===== config.mk =====
export PLATFORM = sky130hd
export DESIGN_NAME = vu_vmu_addr_gen
export DESIGN_NICKNAME = d
export VERILOG_FILES = /design/src/rtl/vu_vmu_addr_gen_pkg.sv /design/src/rtl/vu_vmu_addr_gen_outst.sv /design/src/rtl/vu_vmu_addr_gen.sv
export SDC_FILE = /design/constraint.sdc
export NUM_CORES = 1
export LEC_CHECK = 0
export CORE_UTILIZATION = 30
export CTS_CLUSTER_DIAMETER = 100
export DETAILED_ROUTE_END_ITERATION = 6
export PLACE_DENSITY_LB_ADDON = 0.08
export SETUP_SLACK_MARGIN = 0.4
export SKIP_CTS_REPAIR_TIMING = 1
export SLEW_MARGIN = 20
export SYNTH_ARGS = -nofsm -noshare
export SYNTH_HDL_FRONTEND = slang
export SYNTH_SLANG_ARGS = --single-unit

===== constraint.sdc =====
create_clock -name clk -period 4.32 [get_ports clk]
set_input_delay 0.648 -clock clk [delete_from_list [all_inputs] [get_ports clk]]
set_output_delay 0.648 -clock clk [all_outputs]
set_load 0.005 [all_outputs]

===== src/rtl/vu_vmu_addr_gen_pkg.sv =====
// Shared definitions for the VMU address generator: widths, opcodes,
// command decode helpers, FSM encoding and the fence ack payload.
package vu_vmu_addr_gen_pkg;

  localparam int CMD_SZ    = 8;
  localparam int VLEN_SZ   = 11;
  localparam int ADDR_SZ   = 32;
  localparam int STRIDE_SZ = 32;
  localparam int OUTST_SZ  = 5;

  // Memory opcodes: [7:6]=2'b10, [5]=store, [4]=strided, [3:2]=0, [1:0]=log2 bytes
  localparam logic [CMD_SZ-1:0] CMD_FENCE  = 8'h01;
  localparam logic [CMD_SZ-1:0] CMD_LD_B   = 8'h80;
  localparam logic [CMD_SZ-1:0] CMD_LD_H   = 8'h81;
  localparam logic [CMD_SZ-1:0] CMD_LD_W   = 8'h82;
  localparam logic [CMD_SZ-1:0] CMD_LD_D   = 8'h83;
  localparam logic [CMD_SZ-1:0] CMD_LDS_W  = 8'h92;
  localparam logic [CMD_SZ-1:0] CMD_LDS_D  = 8'h93;
  localparam logic [CMD_SZ-1:0] CMD_ST_W   = 8'hA2;
  localparam logic [CMD_SZ-1:0] CMD_ST_D   = 8'hA3;
  localparam logic [CMD_SZ-1:0] CMD_STS_W  = 8'hB2;
  localparam logic [CMD_SZ-1:0] CMD_STS_D  = 8'hB3;

  localparam logic [31:0] FENCE_ACK = 32'd1;

  typedef enum logic [1:0] {
    S_IDLE  = 2'd0,
    S_ISSUE = 2'd1,
    S_FENCE = 2'd2
  } state_t;

  function automatic logic is_fence(input logic [CMD_SZ-1:0] cmd);
    return (cmd == CMD_FENCE);
  endfunction

  function automatic logic is_mem(input logic [CMD_SZ-1:0] cmd);
    return (cmd[7:6] == 2'b10) && (cmd[3:2] == 2'b00);
  endfunction

  function automatic logic is_strided(input logic [CMD_SZ-1:0] cmd);
    return cmd[4];
  endfunction

  function automatic logic is_store(input logic [CMD_SZ-1:0] cmd);
    return cmd[5];
  endfunction

  function automatic logic [1:0] elem_log2(input logic [CMD_SZ-1:0] cmd);
    return cmd[1:0];
  endfunction

endpackage


===== src/rtl/vu_vmu_addr_gen_outst.sv =====
// Saturating up/down counter of in-flight memory requests with full/empty flags.
module vu_vmu_outst_ctr
  import vu_vmu_addr_gen_pkg::*;
(
  input  logic clk,
  input  logic reset,
  input  logic inc,
  input  logic dec,
  output logic full,
  output logic empty
);

  logic [OUTST_SZ-1:0] cnt_r;
  logic inc_ok_s;
  logic dec_ok_s;

  assign full     = &cnt_r;
  assign empty    = (cnt_r == {OUTST_SZ{1'b0}});
  assign inc_ok_s = inc && !full;
  assign dec_ok_s = dec && !empty;

  // Count update; simultaneous issue and completion cancel out
  always_ff @(posedge clk) begin
    if (reset) begin
      cnt_r <= {OUTST_SZ{1'b0}};
    end else if (inc_ok_s && !dec_ok_s) begin
      cnt_r <= cnt_r + {{(OUTST_SZ-1){1'b0}}, 1'b1};
    end else if (dec_ok_s && !inc_ok_s) begin
      cnt_r <= cnt_r - {{(OUTST_SZ-1){1'b0}}, 1'b1};
    end else begin
      cnt_r <= cnt_r;
    end
  end

endmodule


===== src/rtl/vu_vmu_addr_gen.sv =====
// VMU front stage: turns one vector memory command into a stream of element
// address requests and answers fences once all issued requests completed.
module vu_vmu_addr_gen
  import vu_vmu_addr_gen_pkg::*;
(
  input  logic                       clk,
  input  logic                       reset,
  input  logic [CMD_SZ+VLEN_SZ-1:0]  vcmdq_bits,
  input  logic                       vcmdq_val,
  output logic                       vcmdq_rdy,
  input  logic [ADDR_SZ-1:0]         vbaseq_bits,
  input  logic                       vbaseq_val,
  output logic                       vbaseq_rdy,
  input  logic [STRIDE_SZ-1:0]       vstrideq_bits,
  input  logic                       vstrideq_val,
  output logic                       vstrideq_rdy,
  output logic [ADDR_SZ-1:0]         req_addr,
  output logic                       req_store,
  output logic [1:0]                 req_size,
  output logic                       req_val,
  input  logic                       req_rdy,
  input  logic                       resp_done,
  output logic [31:0]                vackq_bits,
  output logic                       vackq_val,
  input  logic                       vackq_rdy
);

  state_t               state_r;
  state_t               state_nxt_s;
  logic [ADDR_SZ-1:0]   addr_r;
  logic [STRIDE_SZ-1:0] stride_r;
  logic [VLEN_SZ-1:0]   count_r;
  logic                 store_r;
  logic [1:0]           size_r;

  logic [CMD_SZ-1:0]    cmd_s;
  logic [VLEN_SZ-1:0]   vlen_m1_s;
  logic                 mem_fire_s;
  logic                 req_fire_s;
  logic                 outst_full_s;
  logic                 outst_empty_s;

  assign cmd_s      = vcmdq_bits[CMD_SZ+VLEN_SZ-1:VLEN_SZ];
  assign vlen_m1_s  = vcmdq_bits[VLEN_SZ-1:0];
  assign req_fire_s = req_val && req_rdy;
  assign req_addr   = addr_r;
  assign req_store  = store_r;
  assign req_size   = size_r;

  vu_vmu_outst_ctr u_outst (
    .clk   (clk),
    .reset (reset),
    .inc   (req_fire_s),
    .dec   (resp_done),
    .full  (outst_full_s),
    .empty (outst_empty_s)
  );

  // Next state and handshakes; everything is held off while reset is high
  always_comb begin
    state_nxt_s  = state_r;
    vcmdq_rdy    = 1'b0;
    vbaseq_rdy   = 1'b0;
    vstrideq_rdy = 1'b0;
    req_val      = 1'b0;
    vackq_val    = 1'b0;
    vackq_bits   = 32'd0;
    mem_fire_s   = 1'b0;
    if (reset) begin
      state_nxt_s = S_IDLE;
    end else begin
      case (state_r)
        S_IDLE: begin
          if (!vcmdq_val) begin
            state_nxt_s = S_IDLE;
          end else if (is_fence(cmd_s)) begin
            vcmdq_rdy   = 1'b1;
            state_nxt_s = S_FENCE;
          end else if (is_mem(cmd_s)) begin
            // All operand queues dequeue together or not at all
            if (vbaseq_val && (!is_strided(cmd_s) || vstrideq_val)) begin
              mem_fire_s   = 1'b1;
              vcmdq_rdy    = 1'b1;
              vbaseq_rdy   = 1'b1;
              vstrideq_rdy = is_strided(cmd_s);
              state_nxt_s  = S_ISSUE;
            end else begin
              state_nxt_s = S_IDLE;
            end
          end else begin
            vcmdq_rdy = 1'b1;
          end
        end
        S_ISSUE: begin
          if (!outst_full_s) begin
            req_val = 1'b1;
            if (req_rdy && (count_r == {VLEN_SZ{1'b0}})) begin
              state_nxt_s = S_IDLE;
            end else begin
              state_nxt_s = S_ISSUE;
            end
          end else begin
            state_nxt_s = S_ISSUE;
          end
        end
        S_FENCE: begin
          if (outst_empty_s && !resp_done) begin
            vackq_val  = 1'b1;
            vackq_bits = FENCE_ACK;
            if (vackq_rdy) begin
              state_nxt_s = S_IDLE;
            end else begin
              state_nxt_s = S_FENCE;
            end
          end else begin
            state_nxt_s = S_FENCE;
          end
        end
        default: begin
          state_nxt_s = S_IDLE;
        end
      endcase
    end
  end

  // State register
  always_ff @(posedge clk) begin
    if (reset) begin
      state_r <= S_IDLE;
    end else begin
      state_r <= state_nxt_s;
    end
  end

  // Command latch and per-element address/count advance
  always_ff @(posedge clk) begin
    if (reset) begin
      addr_r   <= {ADDR_SZ{1'b0}};
      stride_r <= {STRIDE_SZ{1'b0}};
      count_r  <= {VLEN_SZ{1'b0}};
      store_r  <= 1'b0;
      size_r   <= 2'd0;
    end else if (mem_fire_s) begin
      addr_r   <= vbaseq_bits;
      stride_r <= is_strided(cmd_s) ? vstrideq_bits
                                    : ({{(STRIDE_SZ-1){1'b0}}, 1'b1} << elem_log2(cmd_s));
      count_r  <= vlen_m1_s;
      store_r  <= is_store(cmd_s);
      size_r   <= elem_log2(cmd_s);
    end else if (req_fire_s && (count_r != {VLEN_SZ{1'b0}})) begin
      addr_r  <= addr_r + ADDR_SZ'($signed(stride_r));
      count_r <= count_r - {{(VLEN_SZ-1){1'b0}}, 1'b1};
    end else begin
      addr_r  <= addr_r;
      count_r <= count_r;
    end
  end

endmodule

# Word-level counts from Yosys, hierarchy flattened
# Index checks and enable logic that the tools add are counted.
# word_totals
ff_bits	85
input_bits	91
output_inout_bits	72
elab_cells	84
# op_classes
addsub	4
eq_ne	5
shifts	1
muxes	42
reduce_logical	25
# ops
operator	count
$mux 32	3
$add 32x32->32	1
$shl 1x2->32 const A	1
$mux 1	28
$mux 11	2
$mux 2	6
$logic_not 11->1	1
$reduce_bool 11->1	1
$sub 11x1->11 const B	1
$logic_and 1x1->1	10
$mux 5	2
$eq 8x1->1 const B	1
$logic_not 1->1	6
$pmux 2 s3	1
$add 5x1->5 const B	1
$logic_not 5->1	1
$reduce_and 5->1	1
$sub 5x1->5 const B	1
$eq 2x2->1 const B	2
$logic_not 2->1	2
$ne 4x4->1 const B	1
$reduce_bool 2->1	2
$eq 2x1->1 const B	1
$logic_or 1x1->1	1

# Longest topological paths before layout
# depth
ltp_word	10
mapped_depth	13
ltp_nobuf	13

# Modules after synthesis
# Synthesis repeated with hierarchy kept, for this count alone.
# unflattened
hier_cells	714
area_unflattened_um2	5540.3
# by_module_without_submodules
module	instances	cells_per_inst	area_each_um2	seq_area_each_um2
vu_vmu_addr_gen	1	672	5185.0	1601.5
vu_vmu_outst_ctr	1	42	355.3	100.1

# Worst setup path after synthesis
# Ideal clock, no wire load.
# synth_timing
path_kind	input to output
from	in vcmdq_bits[14]
to	out vstrideq_rdy
t_arrival_ps	2067
required_time_ps	3672
setup_slack_ps	1605
cell_stages	7
n_path_buf	3
cell_sequence	nor3_1 nand2_1 or3_1 clkbuf_1 clkbuf_1 clkbuf_1 nor3_1
# synth_via
elab_chain_len	7
elab_cells_between_ends	8
classes_between	eq/ne (1); mux (5); reduce/logical (2)
# synth_rtl
element	line_no	rtl
from (decl)	vu_vmu_addr_gen.sv:8	input logic [CMD_SZ+VLEN_SZ-1:0] vcmdq_bits,
$logic_not 2->1	vu_vmu_addr_gen_pkg.sv:37	return (cmd[7:6] == 2'b10) && (cmd[3:2] == 2'b00);
$logic_and 1x1->1	vu_vmu_addr_gen_pkg.sv:37	
$mux 1	vu_vmu_addr_gen.sv:79	end else if (is_mem(cmd_s)) begin
$mux 1 (*)	vu_vmu_addr_gen.sv:76	end else if (is_fence(cmd_s)) begin
$mux 1 (*)	vu_vmu_addr_gen.sv:74	if (!vcmdq_val) begin
$mux 1 (*)	vu_vmu_addr_gen.sv:72	case (state_r)
$mux 1 (*)	vu_vmu_addr_gen.sv:69	if (reset) begin
to (decl)	vu_vmu_addr_gen.sv:16	output logic vstrideq_rdy,
# Mark *: on every way between the ends. The rest lies on a longest branch, timed or not.

# Worst setup path in the final report
# Same ends and word-level chain as after synthesis.

==> metrics.csv <==
stage,metric,value,unit
sta,fin. max-slew vios,0,
finish,Ant. Diodes,0,
clocking,CTS tree,built,
flow_run,maxcap violations,0,
pwr,sw power,498.1,uW
pwr,Final Power,1927,uW
sta,min Tclk post-route,3.569,ns
pwr,Clk pwr share,0.398,
sta,skew final,0.005455,ns
routing,vias per cell,5.099,
finish,Final Core Density,0.3995,
global_route,largest net degree at the start of global routing,87,
pwr,Static Leak,0.002886,uW
yosys,ranking of synthesized cells by area,"dfxtp_1, ha_1, a21oi_1",
routing,starting DRC count in detailed routing,230,
worst_setup_path,CP Launch Type,primary input,
worst_setup_path,critical path type,primary input to primary output,
placed_design,GPL Wtd Cong,0.8199,
routing,DRC,15,
pwr,Seq pwr share,0.433,
placed_design,# port buffers,131,
outcome,violated checks,DRC,
worst_setup_path,Critical Path End Type,primary output,
yosys,cell taking the most area after synthesis,dfxtp_1,
clocking,Worst-Skew Late Latency,0.35,ns
clocking,CTS buffer count,9,
yosys,"Top FF cell, synth",dfxtp_1,
sta,TNS Setup,0,ns
pwr,Power Dens Cells,264.8,nW/um2
yosys,unique cell type count in the Yosys netlist,67,
floorplan,Die Height,139.1,um
routing,drt first pass iters,7,
routing,Antenna Nets Post-Route,0,
finish,Syn-to-layout area delta,29.03,%
pwr,switching share of total power,0.2585,
finish,Fillers,1861,
worst_setup_path,slowest library cell on the worst path,or3_4,
finish,Finished Cell Area,7274,um2
routing,routed vias,5420,
yosys,synthesized area,5638,um2
pwr,peak supply drop,192.2,uV
clocking,clk root buf,clkbuf_16,
min_path,class of the worst hold path,register to register,
floorplan,Die ar.,19340,um2
pwr,Pint,1429,uW
floorplan,starting density of the core,0.3096,
clocking,CTS max path bufs,2,
sta,Max Clk Rate,280.2,MHz
global_route,initial antenna violation count,0,
yosys,Post-synth EDFFs,0,
yosys,Yosys warnings,0,
placed_design,Post-DP Area,6992,um2
outcome,status,finished with violations,
placed_design,dpl cells,1048,
worst_setup_path,CP arrival,2.92,ns
finish,area of the multi-input gates,3596,um2
clocking,H-Tree Depth,3,
yosys,sequential-to-total area share from yosys stat,0.3018,
finish,Final nets,959,
routing,Routed WL per cell,15.17,um
global_route,first-pass GRT wire length,26290,um
worst_setup_path,CP max stage delay,0.62,ns
worst_setup_path,"Cell Chain, Critical Path","clkdlybuf4s50_1, nor3_1, nand2_1, or3_4, nor3_1, clkdlybuf4s50_1",
global_route,GRT overflow,0,
floorplan,# IOs,163,
worst_setup_path,"Max FO, Critical Path",43,
worst_setup_path,Reg2Reg Setup Slack,1.11,ns
placed_design,DP HPWL,11580,um
routing,final wirelength,16130,um
sta,Final Hold Fails,0,
finish,FF+latch area,1702,um2
sta,RSZ-0062 raised after global routing,false,
floorplan,row count,49,
yosys,most common cell in the synthesized netlist,nand2_1,
yosys,Post-Syn Area per Cell,7.776,um2
worst_setup_path,required time of the critical path,3.67,ns
sta,Slew HR,0.3636,
yosys,Post-Syn Instances,725,
floorplan,floorplan die width,139.1,um
pwr,Comb pwr share,0.169,
sta,worst slew pin tran,0.9546,ns
global_route,number of global-route vias before repair,5234,
clocking,clk sinks,85,
yosys,Synth Register Bits,85,
finish,layout cell share with drive strength beyond 1,0.05755,
yosys,share of flip-flops with an asynchronous set or reset,0,
finish,final non-filler cell total,1063,
sta,Setup-failing EPs final,0,
yosys,share of the synthesized area in the top cell type,0.3018,
floorplan,Core ar.,18210,um2
global_route,Total GRT Usage,0.1684,
sta,period utilization,0.8262,
clocking,Worst-path clk slew,0.06,ns
yosys,synth cell count leaders,"nand2_1, dfxtp_1, a21oi_1",
[path summary, 6_finish.rpt]
path / startpoint / endpoint / cells after the start
min reg2reg: stride_r[8]$_SDFFE_PP0P_ / stride_r[8]$_SDFFE_PP0P_ / 2
max reg2reg: req_addr[0]$_SDFFE_PP0P_ / req_addr[28]$_SDFFE_PP0P_ / 13
min: stride_r[8]$_SDFFE_PP0P_ / stride_r[8]$_SDFFE_PP0P_ / 2
max: vcmdq_bits[14] / vstrideq_rdy / 6
[metal layers]
layer  GRT usage  vias up  part of all wire
met5           0        -                 0
met2      0.2927      131              0.48
li1            -     2745                 -
met4     0.03801        0            0.0088
met1      0.2104     2535              0.47
met3     0.03902        9             0.040
[stage by stage]
| step | worst slack, ns | hold slack, ns |
|---|---|---|
| 5_1_grt | 0.6387 | 0.4670 |
| 6_report | 0.7507 | 0.4586 |
| 3_5_place_dp | 0.7221 | 0.4521 |
| 2_1_floorplan | 1.605 | 0.4356 |
| 4_1_cts | 0.7093 | 0.4620 |
| 3_3_place_gp | 0.8109 | 0.4431 |
[cell type report]
cell class	count	area share
timing repair buffer	138	0.1868
tap	229	0.03939
inverter	13	0.006708
clock buffer	11	0.03199
sequential	85	0.2339
multi-input combinational	583	0.4943
clock inverter	4	0.006880
[critical path, delay by kind of cell]
| kind | cells | cell delay [ns] |
|---|---|---|
| and+or+nand+nor | 4 | 1.33 |
| buffers and inverters | 2 | 0.94 |
[cells in the final DEF, fill, tap and decap left out, drive strengths merged, types with 5 or more instances in the layout]
| cell | count |
|---|---|
| inv | 13 |
| nor2 | 67 |
| o211ai | 5 |
| clkdlybuf4s50 | 130 |
| xor2 | 16 |
| or3 | 5 |
| nand2 | 94 |
| o21ai | 32 |
| xnor2 | 14 |
| a21oi | 77 |
| clkbuf | 11 |
| dfxtp | 85 |
| and3 | 9 |
| a211oi | 22 |
| buf | 8 |
| conb | 31 |
| mux2i | 5 |
| ha | 36 |
| nand3 | 41 |
| a31oi | 7 |
| a311oi | 18 |
| nand2b | 5 |
| nor3 | 26 |
| a21o | 17 |
[sequential cells by signal (all words and copies together) (netlist names)]
register	cells
req_size	2
count_r	11
stride_r	32
u_outst.cnt_r	5
state_r	2
req_store	1
req_addr	32
[power groups by stage]
stage | clock [uW] | sequential [uW] | combinational [uW]
final | 767 | 835 | 325
after global routing | 826 | 839 | 365
after CTS | 795 | 834 | 328
after detailed placement | 0 | 851 | 326
after global placement | 0 | 850 | 322
after floorplan | 0 | 845 | 216
[kinds of logic after synthesis]
kind of cell | Yosys count | share of synthesized area
xor+xnor | 30 | 0.04660
other cells | 1 | 0.0006651
mux | 6 | 0.01087
buf+inv | 87 | 0.08344
compound gates | 203 | 0.2432
fa+ha+maj | 38 | 0.08700
flops | 85 | 0.3018
simple gates | 275 | 0.2264
Power figures use the tool's default switching activity.
==> variant 1 (same flow settings) <==
Change the package constant `CMD_SZ` from 8 to 9.
--- a/src/rtl/vu_vmu_addr_gen_pkg.sv
+++ b/src/rtl/vu_vmu_addr_gen_pkg.sv
@@ -3,5 +3,5 @@
 package vu_vmu_addr_gen_pkg;
 
-  localparam int CMD_SZ    = 8;
+  localparam int CMD_SZ    = 9;
   localparam int VLEN_SZ   = 11;
   localparam int ADDR_SZ   = 32;
Ports: changed (resized vcmdq_bits); port bits go from 163 to 164. No check against the original RTL was run, so the function may have changed too.
==> variant 1 against the unedited design <==
Setup slack better by 0.27 ns. Non-clock buffer count up 4. Area after synthesis is 0.24% higher. Total power is 6.0% higher. The flow still finishes with violations (DRC). Clock skew hardly changed. Largest power group is now the clock network. Wire length increased by 5.0%. Cell area rose by 1.4%. Sequential cell count stayed put.
==> variant 1: results (changes against the unedited design) <==
outcome finished with violations; violated checks DRC; detailed-route via count 5566 (+2.7%); layout cells sized above 1 5.19% (-0.57 points); instance count of the mapped netlist 737 (+1.7%); maximum number of pins on one net before global-route repair 80 (-8.0%); last weighted congestion value of the routability-driven placer 0.821 (+0.18%); number of nets in the layout 973 (+1.5%); Tightest Pin Transition 0.890 ns (-0.0649 ns); Met1 Wirelength 7920 um (+4.5%); number of vias per cell 5.17 (+1.4%); first-pass GRT wire length 27900 um (+6.2%); worst flop-to-flop path startpoint req_addr[0]; wire length on met3 741 um (+14%); FILL cells 1851 (-0.54%); cell leakage power 0.00291 uW (+0.69%); number of optimization iterations in the first detailed-route pass 7 (unchanged); setup slack on the worst flop-to-flop path 1.23 ns (+0.12 ns); final HPWL from detailed placement 12200 um (+5.3%); maximum net fanout on the critical path 5 (-88%); sequential share of the synthesized area 30.1% (-0.074 points); end of the worst register-to-register path req_addr[24]; worst setup skew after layout 0.00550 ns (+0.0000467 ns); depth of the most critical reg-to-reg path 11 (-2); IO buf count 132 (+0.76%); vias in the first global route 5450 (+4.1%); total wirelength of the detailed-routed design 16900 um (+5.0%); min-delay src stride_r[22]; drt initial violations 266 (+16%); worst IR drop on VDD 0.181 mV (-5.7%); cell total after placement 1061 (+1.2%); warnings from Yosys 0 (unchanged); Global Route Usage Sum 17.9% (+1.1 points); topmost layer with routed signal wires met4; library cells used by synthesis 61 (-9.0%); sink of the worst hold path stride_r[22]; leading post-synthesis cells by cell area sky130_fd_sc_hd__dfxtp_1 30%, sky130_fd_sc_hd__ha_1 8.0%, sky130_fd_sc_hd__a21oi_1 7.0%; Clock Root Buffer sky130_fd_sc_hd__clkbuf_16; Hold/Removal Path Class reg2reg; top cell types by occurrence after synthesis 94 x sky130_fd_sc_hd__nand2_1, 85 x sky130_fd_sc_hd__dfxtp_1, 79 x sky130_fd_sc_hd__a21oi_1; Hold Worst Slack 0.454 ns (-0.00418 ns); DRC violations left 14 (-1); clock latency reported for the late side of the worst-skew pair 0.35 ns (about the same); met2 routed WL 8120 um (+4.6%)
[variant 1: cell count changes in the layout (fill, tap and decap cells not counted), sizes merged, moves of 7 or more]
cell	delta
a21o	+7
o21ai	-8
nor3	-14
nor2	+8
[variant 1: cell families (layout without fill, tap and decap cells)]
kind of cell	Yosys count	count (layout)	synth area share, %
adder cells (fa/ha/maj)	38	38	8.68
flip-flops	85	85	30.1
buffers and inverters	93	174	8.43
AND/OR/NAND/NOR	270	270	21.7
multiplexers	4	4	0.797
AO/OA/AOI/OAI	216	216	25.6
other	1	31	0.0664
XOR/XNOR	30	30	4.65
[variant 1: worst max-delay path by stage]
stage              endpoint  slack, ns  depth (start not counted)
2_1_floorplan  req_addr[24]       1.61                         11
3_3_place_gp   vstrideq_rdy       1.06                          6
3_5_place_dp   vstrideq_rdy       1.03                          6
4_1_cts        vstrideq_rdy       1.02                          6
5_1_grt        vstrideq_rdy       0.84                          6
6_report       vstrideq_rdy       1.02                          6
[variant 1: critical path, cell delays in order]
cell and delay (ns):
sky130_fd_sc_hd__clkdlybuf4s50_1 0.40, sky130_fd_sc_hd__nor3_1 0.56, sky130_fd_sc_hd__and3_2 0.31, sky130_fd_sc_hd__nand2b_1 0.11, sky130_fd_sc_hd__nor2_1 0.10, sky130_fd_sc_hd__clkdlybuf4s50_1 0.51
[variant 1: layout make-up]
cell class	count	area share, %
multi-input combinational	589	48.9
sequential	85	23.1
timing repair buffer	142	18.9
tap	229	3.88
clock buffer	11	3.42
clock inverter	5	1.10
inverter	16	0.814
[variant 1: power by group]
| group | leakage (uW) | total [uW] | internal (uW) | switching, uW |
|---|---|---|---|---|
| clock network | 0.000162 | 882 | 540 | 342 |
| logic | 0.00206 | 327 | 176 | 150 |
| registers | 0.000686 | 833 | 807 | 26.2 |
[variant 1: stage by stage]
step                setup slack [ns]  instance area (um2)  total power, uW
floorplan                       1.61                 5760             1060
global placement                1.06                 7050             1170
detailed placement              1.03                 7050             1180
CTS                             1.02                 7380             2070
global route                   0.836                 7380             2140
finish                          1.02                 7380             2040
[variant 1: per-layer routing]
metal,vias up,global-route usage [%]
met4,0,4.15
met3,13,4.06
li1,2793,-
met2,139,31.2
met5,-,0
met1,2621,22.3
==> variant 2 (config.mk and constraints unchanged) <==
Without the edit above. Reset style: asynchronous (`reset`), changed in 3 clocked blocks.
--- a/src/rtl/vu_vmu_addr_gen_outst.sv
+++ b/src/rtl/vu_vmu_addr_gen_outst.sv
@@ -21,5 +21,5 @@
 
   // Count update; simultaneous issue and completion cancel out
-  always_ff @(posedge clk) begin
+  always_ff @(posedge clk or posedge reset) begin
     if (reset) begin
       cnt_r <= {OUTST_SZ{1'b0}};
--- a/src/rtl/vu_vmu_addr_gen.sv
+++ b/src/rtl/vu_vmu_addr_gen.sv
@@ -125,5 +125,5 @@
 
   // State register
-  always_ff @(posedge clk) begin
+  always_ff @(posedge clk or posedge reset) begin
     if (reset) begin
       state_r <= S_IDLE;
@@ -134,5 +134,5 @@
 
   // Command latch and per-element address/count advance
-  always_ff @(posedge clk) begin
+  always_ff @(posedge clk or posedge reset) begin
     if (reset) begin
       addr_r   <= {ADDR_SZ{1'b0}};
Formal check against the unedited RTL: differs if reset is asserted again (counterexample within 4 cycles, from zero or initial values and one cycle with reset high); with reset held inactive, the same outputs for 4 cycles.
==> variant 2 against the unedited design <==
Cell area increased by 4.1%. Setup slack improved by 0.13 ns. Wire length increased by 5.8%. Clock skew decreased by 0.00071 ns. Sequential cell count unchanged. Synthesized cell count decreased by 5.9%. Area after synthesis increased by 2.8%. Critical path type unchanged. Critical endpoint unchanged. Largest cell class unchanged.
Power is not compared: it rests on default switching activity, and its combinational part moved more than twofold at a synthesized area within 25%.
==> variant 2: results (changes against the unedited design) <==
Sw Share 35.2%; GR Util met2 27.5% (-1.8 points); layout cells sized above 1 6.70% (+0.94 points); global-route met1 utilization 25.2% (+4.2 points); leading post-synthesis cells by cell area sky130_fd_sc_hd__dfrtp_1 37%, sky130_fd_sc_hd__nand2_1 8.6%, sky130_fd_sc_hd__ha_1 8.0%; WL/cell 16.0 um (+5.5%); met3 routing resource usage after global routing 3.74% (-0.17 points); final HPWL from detailed placement 12800 um (+11%); final cell utilization of the core 40.2% (+0.28 points); drt initial violations 223 (-3.0%); Clock Root Buffer sky130_fd_sc_hd__clkbuf_16; count of H-tree levels built during CTS 3 (unchanged); sequential share of the synthesized area 36.7% (+6.5 points); Hold/Removal Path Class reg2reg; IO buf count 131 (unchanged); clock latency reported for the late side of the worst-skew pair 0.34 ns; Worst-path clk slew 0.06 ns (about the same); top cell types by occurrence after synthesis 133 x sky130_fd_sc_hd__nand2_1, 85 x sky130_fd_sc_hd__dfrtp_1, 54 x sky130_fd_sc_hd__a21oi_1; cell leakage power about 0.0034 uW; maximum net fanout on the critical path 4 (-91%); number of antenna violations at the first check in global routing 0 (unchanged); number of buffers added by the clock tree synthesis step 9 (unchanged); FILL cells 1912 (+2.7%); maximum number of pins on one net before global-route repair 41 (-53%); Global Route Usage Sum 17.8% (+0.91 points); worst IR drop on VDD around 0.21 mV; worst setup skew after layout 0.00474 ns (-0.000712 ns); first-pass GRT wire length 27400 um (+4.2%); number of nets in the layout 931 (-2.9%); number of vias per cell 4.86 (-4.7%); maximum clock insertion buffer count 2 (unchanged); number of optimization iterations in the first detailed-route pass 5 (-2); Post-synth ARST share 100% (+100 points); Main synth FF type sky130_fd_sc_hd__dfrtp_1; Worst Path Arrival 2.80 ns (-0.12 ns); library cells used by synthesis 67 (unchanged); outcome finished, final reports clean; headroom to the max-slew limit 51.8% (+15 points); number of diodes 0 (unchanged); vias in the first global route 5148 (-1.6%); last weighted congestion value of the routability-driven placer 0.875 (+6.7%); dpl cell area 0.00725 mm2 (+3.7%)
variant 2: final timing paths:
kind	from	endpoint	slack [ns]	depth (start not counted)
max in group asynchronous	reset	req_addr[19]	2.63	3
max	vcmdq_bits[14]	vstrideq_rdy	0.88	6
min reg2reg	stride_r[16]	stride_r[16]	0.47	2
max reg2reg	req_addr[0]	req_addr[30]	1.42	12
min	stride_r[16]	stride_r[16]	0.47	2
min in group asynchronous	reset	state_r[0]	0.84	2
variant 2: per-stage QoR:
stage                     setup WS (ns)  power (uW)  std cells
after global routing              0.770        3780       1066
after detailed placement          0.880        2670       1050
after global placement            0.895        2640       1050
after CTS                         0.862        3560       1066
after floorplan                    1.48        2110        712
final                             0.876        3520       1066
variant 2: cell families after synthesis:
family	after synthesis	share of synthesized area (%)
adders and majority gates	39	8.67
DFF	85	36.7
muxes	1	0.194
and+or+nand+nor	262	20.3
xor gates and xnor gates	37	5.59
AOI/OAI and AO/OA	174	20.6
other	1	0.0647
buffers and inverters	83	7.85
variant 2: layer usage:
metal / vias up / wire (um)
li1: 2576 / -
met1: 2455 / 8410
met2: 139 / 7730
met3: 12 / 758
met4: 0 / 162
met5: - / 0
variant 2: final cells by class:
cell class                      instances  area share [%]
Multi-Input combinational cell        544            43.9
Sequential cell                        85            28.1
Timing Repair Buffer                  142            18.4
Tap cell                              260            4.29
Clock buffer                           13            3.44
Inverter                               19           0.958
Clock inverter                          3           0.892
variant 2: worst max-delay path, cell delays in order:
cell	delay, ns
sky130_fd_sc_hd__clkdlybuf4s50_1	0.41
sky130_fd_sc_hd__nor3_1	0.40
sky130_fd_sc_hd__nand2_1	0.15
sky130_fd_sc_hd__or3_2	0.57
sky130_fd_sc_hd__nor2_1	0.12
sky130_fd_sc_hd__clkdlybuf4s50_1	0.51
variant 2: power groups by stage:
stage | Clock [uW] | Sequential (uW) | Combinational, uW
finish | 866 | 1200 | 1450
global route | 926 | 1230 | 1620
CTS | 897 | 1200 | 1460
detailed placement | 0 | 1210 | 1450
global placement | 0 | 1210 | 1430
floorplan | 0 | 1170 | 947
